--- src/rtl/wrr_burst_arb_pkg.sv ---
// -----------------------------------------------------------------------------
// wrr_arb_pkg
// Shared types and helpers for the weighted round-robin burst arbiter:
//   state_t          FSM state encoding (IDLE, GRANT)
//   WW_DEFAULT       default weight-slice width
//   id_width()       width of a requester index for N requesters
//   weight_lsb()     LSB of requester idx's slice in the packed weight bus
// -----------------------------------------------------------------------------
package wrr_arb_pkg;

   typedef enum logic {
      IDLE  = 1'b0,
      GRANT = 1'b1
   } state_t;

   localparam int WW_DEFAULT = 4;

   function automatic int id_width(input int n);
      return (n <= 2) ? 1 : $clog2(n);
   endfunction

   function automatic int weight_lsb(input int idx, input int ww);
      return idx * ww;
   endfunction

endpackage

--- src/rtl/wrr_burst_arb_if.sv ---
// -----------------------------------------------------------------------------
// wrr_burst_arb_if
// Requester/resource handshake bundle for wrr_burst_arb.
//   en, req, last, weight, ready      driven by the requester side (master)
//   grant, grant_ID, grant_valid,
//   timeout                           driven by the arbiter (slave)
// -----------------------------------------------------------------------------
interface wrr_burst_arb_if #(
   parameter int N  = 4,
   parameter int WW = wrr_arb_pkg::WW_DEFAULT
);
   localparam int IW = wrr_arb_pkg::id_width(N);

   logic            en;
   logic [N-1:0]    req;
   logic            last;
   logic [N*WW-1:0] weight;
   logic            ready;
   logic [N-1:0]    grant;
   logic [IW-1:0]   grant_ID;
   logic            grant_valid;
   logic            timeout;

   modport master (
      output en, req, last, weight, ready,
      input  grant, grant_ID, grant_valid, timeout
   );

   modport slave (
      input  en, req, last, weight, ready,
      output grant, grant_ID, grant_valid, timeout
   );

endinterface

--- src/rtl/wrr_burst_arb_rr_pick.sv ---
// -----------------------------------------------------------------------------
// rr_pick
// Combinational rotate-and-priority-encode. Finds the first set bit of
// (req_i & mask_i) at or above pointer_i, wrapping modulo N.
//   req_i      N   request vector
//   pointer_i  IW  highest-priority index
//   mask_i     N   candidates allowed this cycle (owner exclusion)
//   onehot_o   N   one-hot pick
//   idx_o      IW  index of pick
//   any_o      1   a candidate exists
// -----------------------------------------------------------------------------
module rr_pick
   import wrr_arb_pkg::*;
#(
   parameter int N  = 4,
   parameter int IW = id_width(N)
)(
   input  logic [N-1:0]  req_i,
   input  logic [IW-1:0] pointer_i,
   input  logic [N-1:0]  mask_i,
   output logic [N-1:0]  onehot_o,
   output logic [IW-1:0] idx_o,
   output logic          any_o
);

   logic [N-1:0]   cand;
   logic [2*N-1:0] rot;
   int             pos;

   assign cand = req_i & mask_i;
   // Doubling the vector makes the wrap-around a plain right shift.
   assign rot  = {cand, cand} >> pointer_i;

   always_comb begin
      // NOTE: every output gets a default before the loop so no path leaves
      // one unassigned, which would infer a latch.
      onehot_o = '0;
      idx_o    = '0;
      any_o    = 1'b0;
      pos      = 0;
      for (int i = 0; i < N; i++) begin
         if (!any_o && rot[i]) begin
            any_o = 1'b1;
            pos   = int'(pointer_i) + i;
            if (pos >= N) pos = pos - N;
            idx_o    = IW'(pos);
            onehot_o = N'(1) << pos;
         end
      end
   end

endmodule

--- src/rtl/wrr_burst_arb.sv ---
// -----------------------------------------------------------------------------
// wrr_burst_arb
// Weighted round-robin burst arbiter. A grant is held for up to weight[owner]
// counted beats (weight 0 acts as 1), or until a counted beat with last, or
// until the owner drops req. Priority then rotates to owner+1, and the next
// owner is granted on the same edge when en allows it.
//   clk          clock, rising edge
//   rst          synchronous active-high reset
//   bus (slave)  en, req, last, weight, ready in; grant, grant_ID,
//                grant_valid, timeout out (all outputs registered)
// Optional build macro WRR_BURST_ARB_TIMEOUT_EN: releases an owner after
// TIMEOUT consecutive grant cycles without a counted beat and pulses timeout.
// -----------------------------------------------------------------------------
module wrr_burst_arb
   import wrr_arb_pkg::*;
#(
   parameter int N       = 4,
   parameter int WW      = 4,
   parameter int TIMEOUT = 15
)(
   input  logic           clk,
   input  logic           rst,
   wrr_burst_arb_if.slave bus
);

   localparam int IW = id_width(N);

   if (N < 2 || N > 16 || WW < 1 || TIMEOUT < 1) begin : g_param_check
      $error("wrr_burst_arb: parameter out of range");
   end

   state_t          state_q;
   logic [N-1:0]    grant_q;
   logic [IW-1:0]   id_q;
   logic [IW-1:0]   ptr_q;
   logic            valid_q;
   logic            timeout_q;
   logic [WW-1:0]   quant_q;
   logic [WW-1:0]   cnt_q;

   logic            owner_req;
   logic            beat;
   logic            to_hit;
   logic            release_w;
   logic [WW-1:0]   cnt_d;
   logic [WW-1:0]   wt_pick;
   logic [WW-1:0]   quant_d;
   logic [IW-1:0]   ptr_d;
   logic [IW-1:0]   pick_ptr;
   logic [IW-1:0]   pick_idx;
   logic [N-1:0]    pick_mask;
   logic [N-1:0]    pick_oh;
   logic            pick_any;

   // grant_q is one-hot on the owner, so this is req[grant_ID].
   assign owner_req = |(bus.req & grant_q);
   assign beat      = (state_q == GRANT) && bus.ready && owner_req;
   assign cnt_d     = cnt_q + WW'(1);
   assign ptr_d     = (id_q == IW'(N - 1)) ? '0 : id_q + IW'(1);

   assign release_w = (state_q == GRANT) &&
                      (!owner_req || (beat && (bus.last || cnt_d == quant_q)) || to_hit);

   // While granted the pick only matters on release: it starts after the
   // owner and never returns the owner itself.
   assign pick_ptr  = (state_q == GRANT) ? ptr_d : ptr_q;
   assign pick_mask = (state_q == GRANT) ? ~grant_q : '1;

   assign wt_pick   = bus.weight[weight_lsb(int'(pick_idx), WW) +: WW];
   assign quant_d   = (wt_pick == '0) ? WW'(1) : wt_pick;

   rr_pick #(.N(N), .IW(IW)) u_pick (
      .req_i     (bus.req),
      .pointer_i (pick_ptr),
      .mask_i    (pick_mask),
      .onehot_o  (pick_oh),
      .idx_o     (pick_idx),
      .any_o     (pick_any)
   );

`ifdef WRR_BURST_ARB_TIMEOUT_EN
   localparam int TW = $clog2(TIMEOUT + 1);
   logic [TW-1:0] idle_q;
   // idle_q counts prior beat-less grant cycles; this cycle makes TIMEOUT.
   assign to_hit = (state_q == GRANT) && !beat && (idle_q == TW'(TIMEOUT - 1));
`else
   assign to_hit = 1'b0;
`endif

   always_ff @(posedge clk) begin
      // NOTE: state is updated with non-blocking assignments so every
      // register samples the pre-edge values regardless of statement order.
      if (rst) begin
         state_q   <= IDLE;
         grant_q   <= '0;
         id_q      <= '0;
         valid_q   <= 1'b0;
         timeout_q <= 1'b0;
         ptr_q     <= '0;
         quant_q   <= '0;
         cnt_q     <= '0;
`ifdef WRR_BURST_ARB_TIMEOUT_EN
         idle_q    <= '0;
`endif
      end else begin
         timeout_q <= 1'b0;
         if (state_q == GRANT) begin
            // Saturating count; reaching the quantum also releases.
            if (beat && cnt_q != quant_q) cnt_q <= cnt_d;
`ifdef WRR_BURST_ARB_TIMEOUT_EN
            if (beat) idle_q <= '0;
            else      idle_q <= idle_q + TW'(1);
`endif
         end
         if (state_q == IDLE || release_w) begin
            if (release_w) begin
               ptr_q     <= ptr_d;
               timeout_q <= to_hit;
            end
            if (bus.en && pick_any) begin
               state_q <= GRANT;
               grant_q <= pick_oh;
               id_q    <= pick_idx;
               valid_q <= 1'b1;
               quant_q <= quant_d;
               cnt_q   <= '0;
`ifdef WRR_BURST_ARB_TIMEOUT_EN
               idle_q  <= '0;
`endif
            end else begin
               state_q <= IDLE;
               grant_q <= '0;
               id_q    <= '0;
               valid_q <= 1'b0;
            end
         end
      end
   end

   assign bus.grant       = grant_q;
   assign bus.grant_ID    = id_q;
   assign bus.grant_valid = valid_q;
   assign bus.timeout     = timeout_q;

endmodule

--- src/flat_wrapper.sv ---
// flat-port wrapper written by rule: the top's interface ports become plain ports
module wrr_burst_arb_flat import wrr_arb_pkg::*;
#(
   parameter int N       = 4,
   parameter int WW      = 4,
   parameter int TIMEOUT = 15
)
  (clk, rst, bus_en, bus_req, bus_last, bus_weight, bus_ready, bus_grant, bus_grant_ID, bus_grant_valid, bus_timeout);
  wrr_burst_arb_if #(.N(N), .WW(WW)) bus_i ();
  input  logic clk;
  input  logic rst;
  input wire logic [$bits(bus_i.en)-1:0] bus_en;
  input wire logic [$bits(bus_i.req)-1:0] bus_req;
  input wire logic [$bits(bus_i.last)-1:0] bus_last;
  input wire logic [$bits(bus_i.weight)-1:0] bus_weight;
  input wire logic [$bits(bus_i.ready)-1:0] bus_ready;
  output wire logic [$bits(bus_i.grant)-1:0] bus_grant;
  output wire logic [$bits(bus_i.grant_ID)-1:0] bus_grant_ID;
  output wire logic [$bits(bus_i.grant_valid)-1:0] bus_grant_valid;
  output wire logic [$bits(bus_i.timeout)-1:0] bus_timeout;
  assign bus_i.en = bus_en;
  assign bus_i.req = bus_req;
  assign bus_i.last = bus_last;
  assign bus_i.weight = bus_weight;
  assign bus_i.ready = bus_ready;
  assign bus_grant = bus_i.grant;
  assign bus_grant_ID = bus_i.grant_ID;
  assign bus_grant_valid = bus_i.grant_valid;
  assign bus_timeout = bus_i.timeout;
  wrr_burst_arb #(.N(N), .WW(WW), .TIMEOUT(TIMEOUT)) u_core (.clk(clk), .rst(rst), .bus(bus_i));
endmodule
--- config.mk ---
export PLATFORM = sky130hd
export DESIGN_NAME = wrr_burst_arb_flat
export DESIGN_NICKNAME = d
export VERILOG_FILES = /design/src/rtl/wrr_burst_arb_pkg.sv /design/src/rtl/wrr_burst_arb_if.sv /design/src/rtl/wrr_burst_arb_rr_pick.sv /design/src/rtl/wrr_burst_arb.sv /design/src/flat_wrapper.sv
export SDC_FILE = /design/constraint.sdc
export NUM_CORES = 1
export LEC_CHECK = 0
export ABC_CLOCK_PERIOD_IN_PS = 2900
export CAP_MARGIN = 20
export CORE_MARGIN = 4
export CORE_UTILIZATION = 46
export DETAILED_ROUTE_END_ITERATION = 6
export GPL_ROUTABILITY_DRIVEN = 0
export PLACE_DENSITY = 0.76
export SYNTH_ARGS = -nofsm -noshare
export SYNTH_HDL_FRONTEND = slang
export SYNTH_SLANG_ARGS = --single-unit
--- constraint.sdc ---
create_clock -name clk -period 2.9 [get_ports clk]
set_input_delay 0.725 -clock clk [delete_from_list [all_inputs] [get_ports clk]]
set_output_delay 0.725 -clock clk [all_outputs]
set_load 0.02 [all_outputs]
==> impl_metrics.csv, run 1 <==
group,metric,value,unit
run_status,status,"finished, final reports clean",
power,power.leakage,0.000834,uW
floorplanning,core,0.00315,mm2
layout,final_cell_mix,"clkdlybuf4s50_1 (31), buf_4 (28), nor2_1 (19), nand2_1 (17), dfxtp_1 (15)",
layout,fin_nets,279,
yosys,ys_types,55,
yosys,ys.warnings.count,0,
worst_hold_path,holdCritPathClass,"reg -> reg",
yosys,yosysTopAreaCellShare,0.218,
grt,grt_remaining_overflow,0,
flow_run,cap_violations,0,
critical_path,setup.worst_path.class,"in -> reg",
floorplanning,start_util,0.495,
sta,fin_crit_sh,0.974,
yosys,yosys.area.top_type,"dfxtp_1",
clock_tree,cts_buffers,3,
placed_design,dp_slack,-323,ps
placed_design,hpwl,3620,um
grt,grt_usage,0.216,
clock_tree,cts_tree,"built",
sta,maxSlewViolCount,0,
sta,hold_viol_final,0,
layout,design_area,0.00220,mm2
sta,fin_crit,2820,ps
yosys,synth_seq_area_share,0.218,
sta,setup_viol,0,
layout,drive_above_1_share,0.259,
grt,grt_pass1_wl,7520,um
floorplanning,die_y,66.2,um
yosys,async_flop_share,0,
power,total_power,731,uW
power,p_per_area,333,mW/mm2
floorplanning,fp-row-count,20,
yosys,syn-cell-area,0.00156,mm2
clock_tree,worstSkewPairLatency,300,ps
yosys,synth.area.top_cells,"dfxtp_1 (22%), ha_1 (4.8%), nor2_1 (4.6%)",
routing,drt-pass1-iter-count,4,
grt,grt_pass1_vias,1701,
grt,grt_max_degree,17,
floorplanning,die_w,66.2,um
sta,worst_slack,75.1,ps
yosys,synth_flop_cell,"dfxtp_1",
critical_path,cp-start-kind,"input pin",
power,peakVddDrop,0.237,mV
critical_path,cp.required,3110,ps
routing,drc,0,
critical_path,arrival,3040,ps
yosys,synth.net_count,222,
grt,antenna_found_initial,0,
routing,detail_route.vias_per_cell,5.90,
floorplanning,ioPinCount,33,
routing,num_vias,1716,
floorplanning,dieArea,0.00439,mm2
yosys,netlist_instances,191,
yosys,ys_seq_elements,17,
clock_tree,cts-root-buf,"clkbuf_4",
routing,drt_iter0_drc,169,
yosys,avgSynthCellArea,8.17,um2
yosys,synth_enable_flop_cells,0,
clock_tree,ctsHoldBuffers,0,
routing,final_antenna_net_count,0,
layout,syn_to_final_growth,40.7,%
clock_tree,cts-htree-levels,1,
sta,tightest_slew,518,ps
layout,antennaDiodeCount,0,
placed_design,port-buffer-count,31,
routing,wl,4590,um
layout,final_common_cell,"clkdlybuf4s50_1",
clock_tree,cts.clk_slew.worst_paths,110,ps
placed_design,post-place-cells,284,
clock_tree,cts_buffer_depth,2,
critical_path,cp-end-kind,"flip-flop",
placed_design,place_area,0.00209,mm2
critical_path,crit_fanout,4,
sta,max_clock_freq,0.354,GHz
clock_tree,cts_sinks,17,
layout,fin_cells,291,
sta,fin_skew,17.3,ps
routing,routedWlPerCell,15.8,um
sta,slew-limit-headroom,0.651,
## flip-flops by register name, indices dropped and copies added (netlist names)
register / count
u_core.bus.grant: 4
u_core.cnt_q: 4
u_core.quant_q: 4
u_core.bus.grant_ID: 2
u_core.ptr_q: 2
u_core.bus.grant_valid: 1
## cell usage after synthesis, drive strengths merged (3+ instances only)
| library cell | instances |
|---|---|
| o21ai | 3 |
| a21boi | 5 |
| o311ai | 4 |
| nand2 | 18 |
| nand4 | 6 |
| inv | 7 |
| nor3b | 3 |
| nor2 | 20 |
| ha | 6 |
| a32oi | 3 |
| mux2 | 3 |
| dfxtp | 17 |
| o22ai | 4 |
| a21oi | 10 |
| xnor2 | 5 |
| or3 | 3 |
| a21bo | 5 |
| xor2 | 5 |
| a22oi | 3 |
| mux2i | 7 |
| buf | 5 |
| nand3 | 4 |
| a211oi | 3 |
| nor3 | 12 |
| o31ai | 5 |
| o211ai | 7 |
## area by class of cell
class / count / area [um2]
Tap cell: 44 / 55.1
Clock buffer: 3 / 22.5
Multi-Input combinational cell: 159 / 1210
Inverter: 8 / 32.5
Fill cell: 278 / 957
Clock inverter: 1 / 7.51
Timing Repair Buffer: 59 / 520
Sequential cell: 17 / 343
## cells by family (layout without fill, tap and decap cells)
logic type / after synthesis / in the layout / synth area share
buffers and inverters: 15 / 71 / 0.0569
and+or+nand+nor: 73 / 73 / 0.234
DFF: 17 / 17 / 0.218
other: 1 / 1 / 0.00240
AOI/OAI and AO/OA: 58 / 58 / 0.301
adders and majority gates: 6 / 6 / 0.0481
muxes: 11 / 11 / 0.0834
xor gates and xnor gates: 10 / 10 / 0.0561
## repair_timing
| item | in CTS | in global routing |
|---|---|---|
| endpoints found under the hold margin | 0 | 0 |
| setup buffers | 1 | 2 |
| pin swaps | 1 | 2 |
| setup endpoints to repair | 1 | 2 |
| resized for setup | 2 | 8 |
## critical path, stage by stage
cell	delay, ps
clkdlybuf4s50_1	490
a21bo_2	270
o211ai_1	140
a21oi_2	120
o21a_1	230
o32ai_4	300
mux4_2	540
a211oi_2	220
## final timing paths
check / slack [ps] / cells after the start / endpoint / from
max: 80 / 8 / u_core.quant_q[0]$_SDFFE_PP0P_ / bus_req[3]
min: 490 / 2 / u_core.ptr_q[0]$_SDFFE_PP0P_ / u_core.ptr_q[0]$_SDFFE_PP0P_
max reg2reg: 180 / 10 / u_core.quant_q[2]$_SDFFE_PP0P_ / u_core.bus.grant_ID[1]$_SDFFE_PP0N_
min reg2reg: 490 / 2 / u_core.ptr_q[0]$_SDFFE_PP0P_ / u_core.ptr_q[0]$_SDFFE_PP0P_
## per-layer routing
metal	GRT usage	part of all wire	up-vias
li1	-	-	833
met3	0.0391	0.054	11
met5	0	0	-
met2	0.388	0.49	62
met4	0.0609	0.019	0
met1	0.259	0.44	810
## report_power, final
group / switching [uW] / internal [uW] / total [uW]
registers: 17.6 / 249 / 267
logic: 168 / 167 / 335
clock network: 77.0 / 52.5 / 130
total: 263 / 469 / 731
## through the flow
| stage | setup TNS [ps] | util | hold WS (ps) |
|---|---|---|---|
| 3_3_place_gp | -447 | 0.664 | 454 |
| 3_5_place_dp | -722 | 0.664 | 472 |
| 2_1_floorplan | 0 | - | 440 |
| 4_1_cts | 0 | 0.680 | 489 |
| 5_1_grt | -11.2 | 0.696 | 513 |
| 6_report | 0 | 0.696 | 486 |
Note: power is estimated with default switching activity, not from simulation.
==> run 2, diff against run 1 <==
- REMOVE_ABC_BUFFERS: default -> 1
==> impl_metrics.csv, run 2 (synthesis results as in run 1) <==
group,metric,value,unit
run_status,status,"finished, final reports clean",
clock_tree,cts.clk_slew.worst_paths,100,ps
layout,final_cell_mix,"clkdlybuf4s50_1 (30), buf_4 (25), nor2_1 (19), dfxtp_1 (17), nand2_1 (16)",
sta,hold_viol_final,0,
routing,top_layer_used,"met4",
floorplanning,ioPinCount,33,
grt,grt_pass1_vias,1712,
grt,grt_max_degree,17,
routing,drc,0,
sta,setup_viol,0,
routing,dr_wl_met2,2300,um
sta,fin_crit,2840,ps
routing,num_vias,1717,
critical_path,arrival,3060,ps
routing,wl,4600,um
floorplanning,fp-row-count,20,
worst_hold_path,min_path_cells,2,
sta,fin_skew,2.67,ps
grt,grt_pass1_wl,7570,um
critical_path,slowest_stage,"mux4_2",
clock_tree,worstSkewPairLatency,290,ps
power,seqPwrFrac,0.371,
sta,worst_slack,61.0,ps
floorplanning,die_y,66.2,um
critical_path,slowest_delay,550,ps
critical_path,cp.depth,8,
routing,final_antenna_net_count,0,
power,p_per_area,336,mW/mm2
clock_tree,cts_tree,"built",
clock_tree,cts-root-buf,"clkbuf_4",
placed_design,dp_slack,-324,ps
clock_tree,cts_sinks,17,
sta,maxSlewViolCount,0,
layout,nFillCells,274,
routing,routedWlPerCell,16.0,um
critical_path,crit_fanout,3,
clock_tree,ctsHoldBuffers,0,
critical_path,crit_buf_inv,1,
grt,antenna_found_initial,0,
layout,drive_above_1_share,0.234,
critical_path,setup.worst_path.class,"in -> reg",
grt,grt_remaining_overflow,0,
critical_path,cp_cell_sequence,"clkdlybuf4s50_1 > a21boi_1 > nand4_1 > nor3_2 > a211oi_4 > o32ai_4 > mux4_2 > a211oi_2",
power,power.leakage,0.000828,uW
floorplanning,start_util,0.495,
routing,drt_iter0_drc,121,
clock_tree,cts-htree-levels,1,
critical_path,cp-end-kind,"flip-flop",
critical_path,cp.required,3120,ps
layout,fin_nets,276,
power,peakVddDrop,0.271,mV
sta,setup_tns,0,ps
power,p_comb_frac,0.450,
placed_design,port-buffer-count,31,
layout,antennaDiodeCount,0,
power,power_switching,257,uW
placed_design,place_area,0.00205,mm2
routing,drt-pass1-iter-count,4,
sta,fin_crit_sh,0.979,
power,swShare,0.359,
layout,design_area,0.00213,mm2
critical_path,path_delay_family,"compound AO/OA/AOI/OAI gates",
grt,grt_usage,0.214,
worst_hold_path,holdCritPathClass,"reg -> reg",
sta,max_clock_freq,0.352,GHz
clock_tree,cts_buffer_depth,2,
power,p_clk_frac,0.179,
floorplanning,die_w,66.2,um
floorplanning,core,0.00315,mm2
layout,syn_to_final_growth,36.5,%
placed_design,hpwl,3600,um
routing,m1WireLength,1910,um
critical_path,r2r_cells,9,
critical_path,cp-start-kind,"input pin",
power,p_int,458,uW
routing,detail_route.vias_per_cell,5.96,
flow_run,cap_violations,0,
layout,final_common_cell,"clkdlybuf4s50_1",
routing,wl_met3,334,um
floorplanning,dieArea,0.00439,mm2
critical_path,r2r_slack,120,ps
clock_tree,cts_buffers,3,
## run 2: what timing repair did
action,4_1_cts,5_1_grt
buffers inserted,0,1
gates resized for setup,1,10
setup endpoints to repair,1,2
pin swaps,0,3
## run 2: metrics by stage
stage	util	total power, uW	hold slack (ps)	instances
CTS	0.659	707	486	287
finish	0.675	715	480	288
detailed placement	0.650	577	471	283
global route	0.675	762	528	288
floorplan	-	450	434	184
global placement	0.650	567	454	283
## run 2: worst paths after layout
path,start,end
worst max register to register,u_core.bus.grant_valid$_SDFFE_PP0N_,u_core.quant_q[0]$_SDFFE_PP0P_
worst max-delay path,bus_req[1],u_core.quant_q[0]$_SDFFE_PP0P_
worst min register to register,u_core.ptr_q[0]$_SDFFE_PP0P_,u_core.ptr_q[0]$_SDFFE_PP0P_
worst min-delay path,u_core.ptr_q[0]$_SDFFE_PP0P_,u_core.ptr_q[0]$_SDFFE_PP0P_
## run 2: final cells by class
| class | count | area [um2] | share of cell area |
|---|---|---|---|
| clock buffer | 3 | 22.5 | 0.0106 |
| clock inverter | 1 | 5.00 | 0.00235 |
| inverter | 8 | 32.5 | 0.0153 |
| multi-input combinational | 159 | 1170 | 0.551 |
| sequential | 17 | 340 | 0.160 |
| tap | 44 | 55.1 | 0.0259 |
| timing repair buffer | 56 | 500 | 0.235 |
## run 2: power groups by stage
stage / combinational (uW) / clock, uW / sequential (uW)
5_1_grt: 349 / 146 / 268
6_report: 322 / 128 / 265
3_5_place_dp: 307 / 0 / 270
3_3_place_gp: 298 / 0 / 269
4_1_cts: 309 / 133 / 265
2_1_floorplan: 174 / 0 / 276
## run 2: layer usage
layer / vias up / track usage
li1: 827 / -
met1: 808 / 0.264
met2: 74 / 0.372
met3: 8 / 0.0578
met4: 0 / 0.0381
met5: - / 0
## run 2: worst reg2reg max path: stages, from the launching register on
cell and delay [ps]:
dfxtp_1 510, nor3b_2 270, nor2_2 70, ha_2 400
o211ai_1 120, a41oi_2 230, nor4_2 70, o32ai_4 270
mux4_2 550, a211oi_2 220
==> run 3, diff against run 2 <==
- CELL_PAD_IN_SITES_DETAIL_PLACEMENT: default -> 1
- CELL_PAD_IN_SITES_GLOBAL_PLACEMENT: default -> 1
- CORE_UTILIZATION: 46 -> 34
- PLACE_DENSITY: 0.76 -> default
- PLACE_DENSITY_LB_ADDON: default -> 0.1
==> impl_metrics.csv, run 3 (synthesis results as in run 1) <==
group,metric,value,unit
layout,design_area,0.00223,mm2
clock_tree,cts-htree-levels,1,
run_status,status,"finished, final reports clean",
clock_tree,cts_buffers,3,
power,power_switching,281,uW
layout,fin_cells,306,
sta,hold_ws,483,ps
grt,grt_pass1_wl,8690,um
routing,drt_iter0_drc,87,
clock_tree,cts.clk_slew.worst_paths,70,ps
layout,utilization,0.510,
floorplanning,die_y,75.7,um
layout,fin_nets,286,
critical_path,setup.worst_path.class,"in -> reg",
routing,detail_route.vias_per_cell,5.62,
sta,fin_crit_sh,0.986,
sta,maxSlewViolCount,0,
sta,rsz0062_at_grt,"true",
floorplanning,ioPinCount,33,
placed_design,hpwl,4430,um
clock_tree,cts-root-buf,"clkbuf_8",
routing,routedWlPerCell,17.6,um
sta,fin_crit,2860,ps
power,peakVddDrop,0.219,mV
floorplanning,core,0.00438,mm2
worst_hold_path,holdCritPathClass,"reg -> reg",
grt,gr-usage-met2,0.365,
flow_run,cap_violations,0,
critical_path,cp-start-kind,"input pin",
placed_design,port-buffer-count,31,
power,power.leakage,0.000873,uW
layout,final_common_cell,"buf_4",
power,seqPwrFrac,0.333,
layout,syn_to_final_growth,43.2,%
critical_path,cp-end-kind,"flip-flop",
power,p_clk_frac,0.237,
power,p_comb_frac,0.430,
sta,hold_viol_final,0,
critical_path,crit_fanout,3,
layout,antennaDiodeCount,0,
routing,final_antenna_net_count,0,
sta,max_clock_freq,0.350,GHz
floorplanning,dieArea,0.00574,mm2
layout,drive_above_1_share,0.272,
grt,antenna_found_initial,0,
routing,wl,5380,um
grt,grt_max_degree,17,
clock_tree,cts_buffer_depth,2,
placed_design,place_area,0.00213,mm2
grt,grt_pass1_vias,1888,
critical_path,arrival,3040,ps
grt,top_usage_layer,"met2",
layout,final_cell_mix,"buf_4 (35), clkdlybuf4s50_1 (31), nor2_1 (19), dfxtp_1 (17), nand2_1 (16)",
routing,drc,0,
floorplanning,start_util,0.356,
clock_tree,worstSkewPairLatency,260,ps
sta,setup_viol,0,
layout,nFillCells,525,
routing,num_vias,1721,
power,p_int,514,uW
grt,grt_usage,0.198,
floorplanning,fp-row-count,24,
critical_path,r2r_slack,120,ps
grt,grt_remaining_overflow,0,
floorplanning,die_w,75.7,um
clock_tree,cts_sinks,17,
power,p_per_area,356,mW/mm2
placed_design,post-place-cells,301,
sta,fin_skew,11.4,ps
grt,grt_use_met3,0.0251,
power,swShare,0.353,
grt,met1_usage,0.238,
clock_tree,cts_tree,"built",
critical_path,cp.required,3080,ps
routing,drt-pass1-iter-count,4,
-- run 3: changes by cell type in the layout (fill, tap and decap cells not counted) --
cell	previous run	this run
buf_4	25	35
clkbuf_4	3	0
clkbuf_8	0	3
a21bo_2	4	5
a21bo_4	1	0
a21boi_1	3	2
a21boi_2	1	2
clkdlybuf4s50_1	30	31
dlymetal6s2s_1	1	0
nor4_1	1	0
nor4_2	1	2
-- run 3: area by class of cell --
cell class              instances  area [um2]  share of cell area
repair buffers                 66         573               0.256
clock buffers                   3        41.3              0.0185
multi-input cells             159        1180               0.527
flip-flops and latches         17         340               0.152
well taps                      52        65.1              0.0291
clock inverters                 1        5.00             0.00224
inverters                       8        32.5              0.0146
-- run 3: per-layer routing --
metal	routed length, um	up-vias
met1	2350	828
met4	45	0
met3	149	6
met2	2840	34
met5	0	-
li1	-	853
-- run 3: worst max-delay path, cell delays in order --
cell and delay [ps]:
clkdlybuf4s50_1 510, a21boi_1 210, buf_4 150, o211ai_1 130, a21oi_2 190, nor4_2 90, o32ai_4 300, mux4_2 540
a211oi_2 210
-- run 3: power groups by stage --
stage / Clock, uW / Sequential (uW) / Combinational, uW
after floorplan: 0 / 276 / 174
after global placement: 0 / 269 / 320
after detailed placement: 0 / 270 / 333
after CTS: 192 / 265 / 336
after global routing: 203 / 267 / 374
final: 188 / 265 / 342
-- run 3: worst paths after layout --
check / to / from / cells past startpoint
worst max-delay path: u_core.quant_q[0]$_SDFFE_PP0P_ / bus_req[3] / 9
worst min-delay path: u_core.ptr_q[0]$_SDFFE_PP0P_ / u_core.ptr_q[0]$_SDFFE_PP0P_ / 2
worst max register to register: u_core.quant_q[0]$_SDFFE_PP0P_ / u_core.bus.grant_ID[1]$_SDFFE_PP0N_ / 10
worst min register to register: u_core.ptr_q[0]$_SDFFE_PP0P_ / u_core.ptr_q[0]$_SDFFE_PP0P_ / 2
-- run 3: timing repair --
action                     CTS  global route
buffers inserted             0             1
hold buffers                 0             0
setup endpoints to repair    1             2
hold endpoints to repair     0             0
gates resized for setup      2             9
pin swaps                    0             1
-- run 3: metrics by stage --
step                      setup TNS (ps)  setup WS (ps)  total power, uW
after floorplan                     -443           -350              450
after global placement              -620           -233              589
after detailed placement            -860           -300              603
after CTS                              0           15.1              793
after global routing               -50.0          -44.2              844
final                                  0           40.3              795
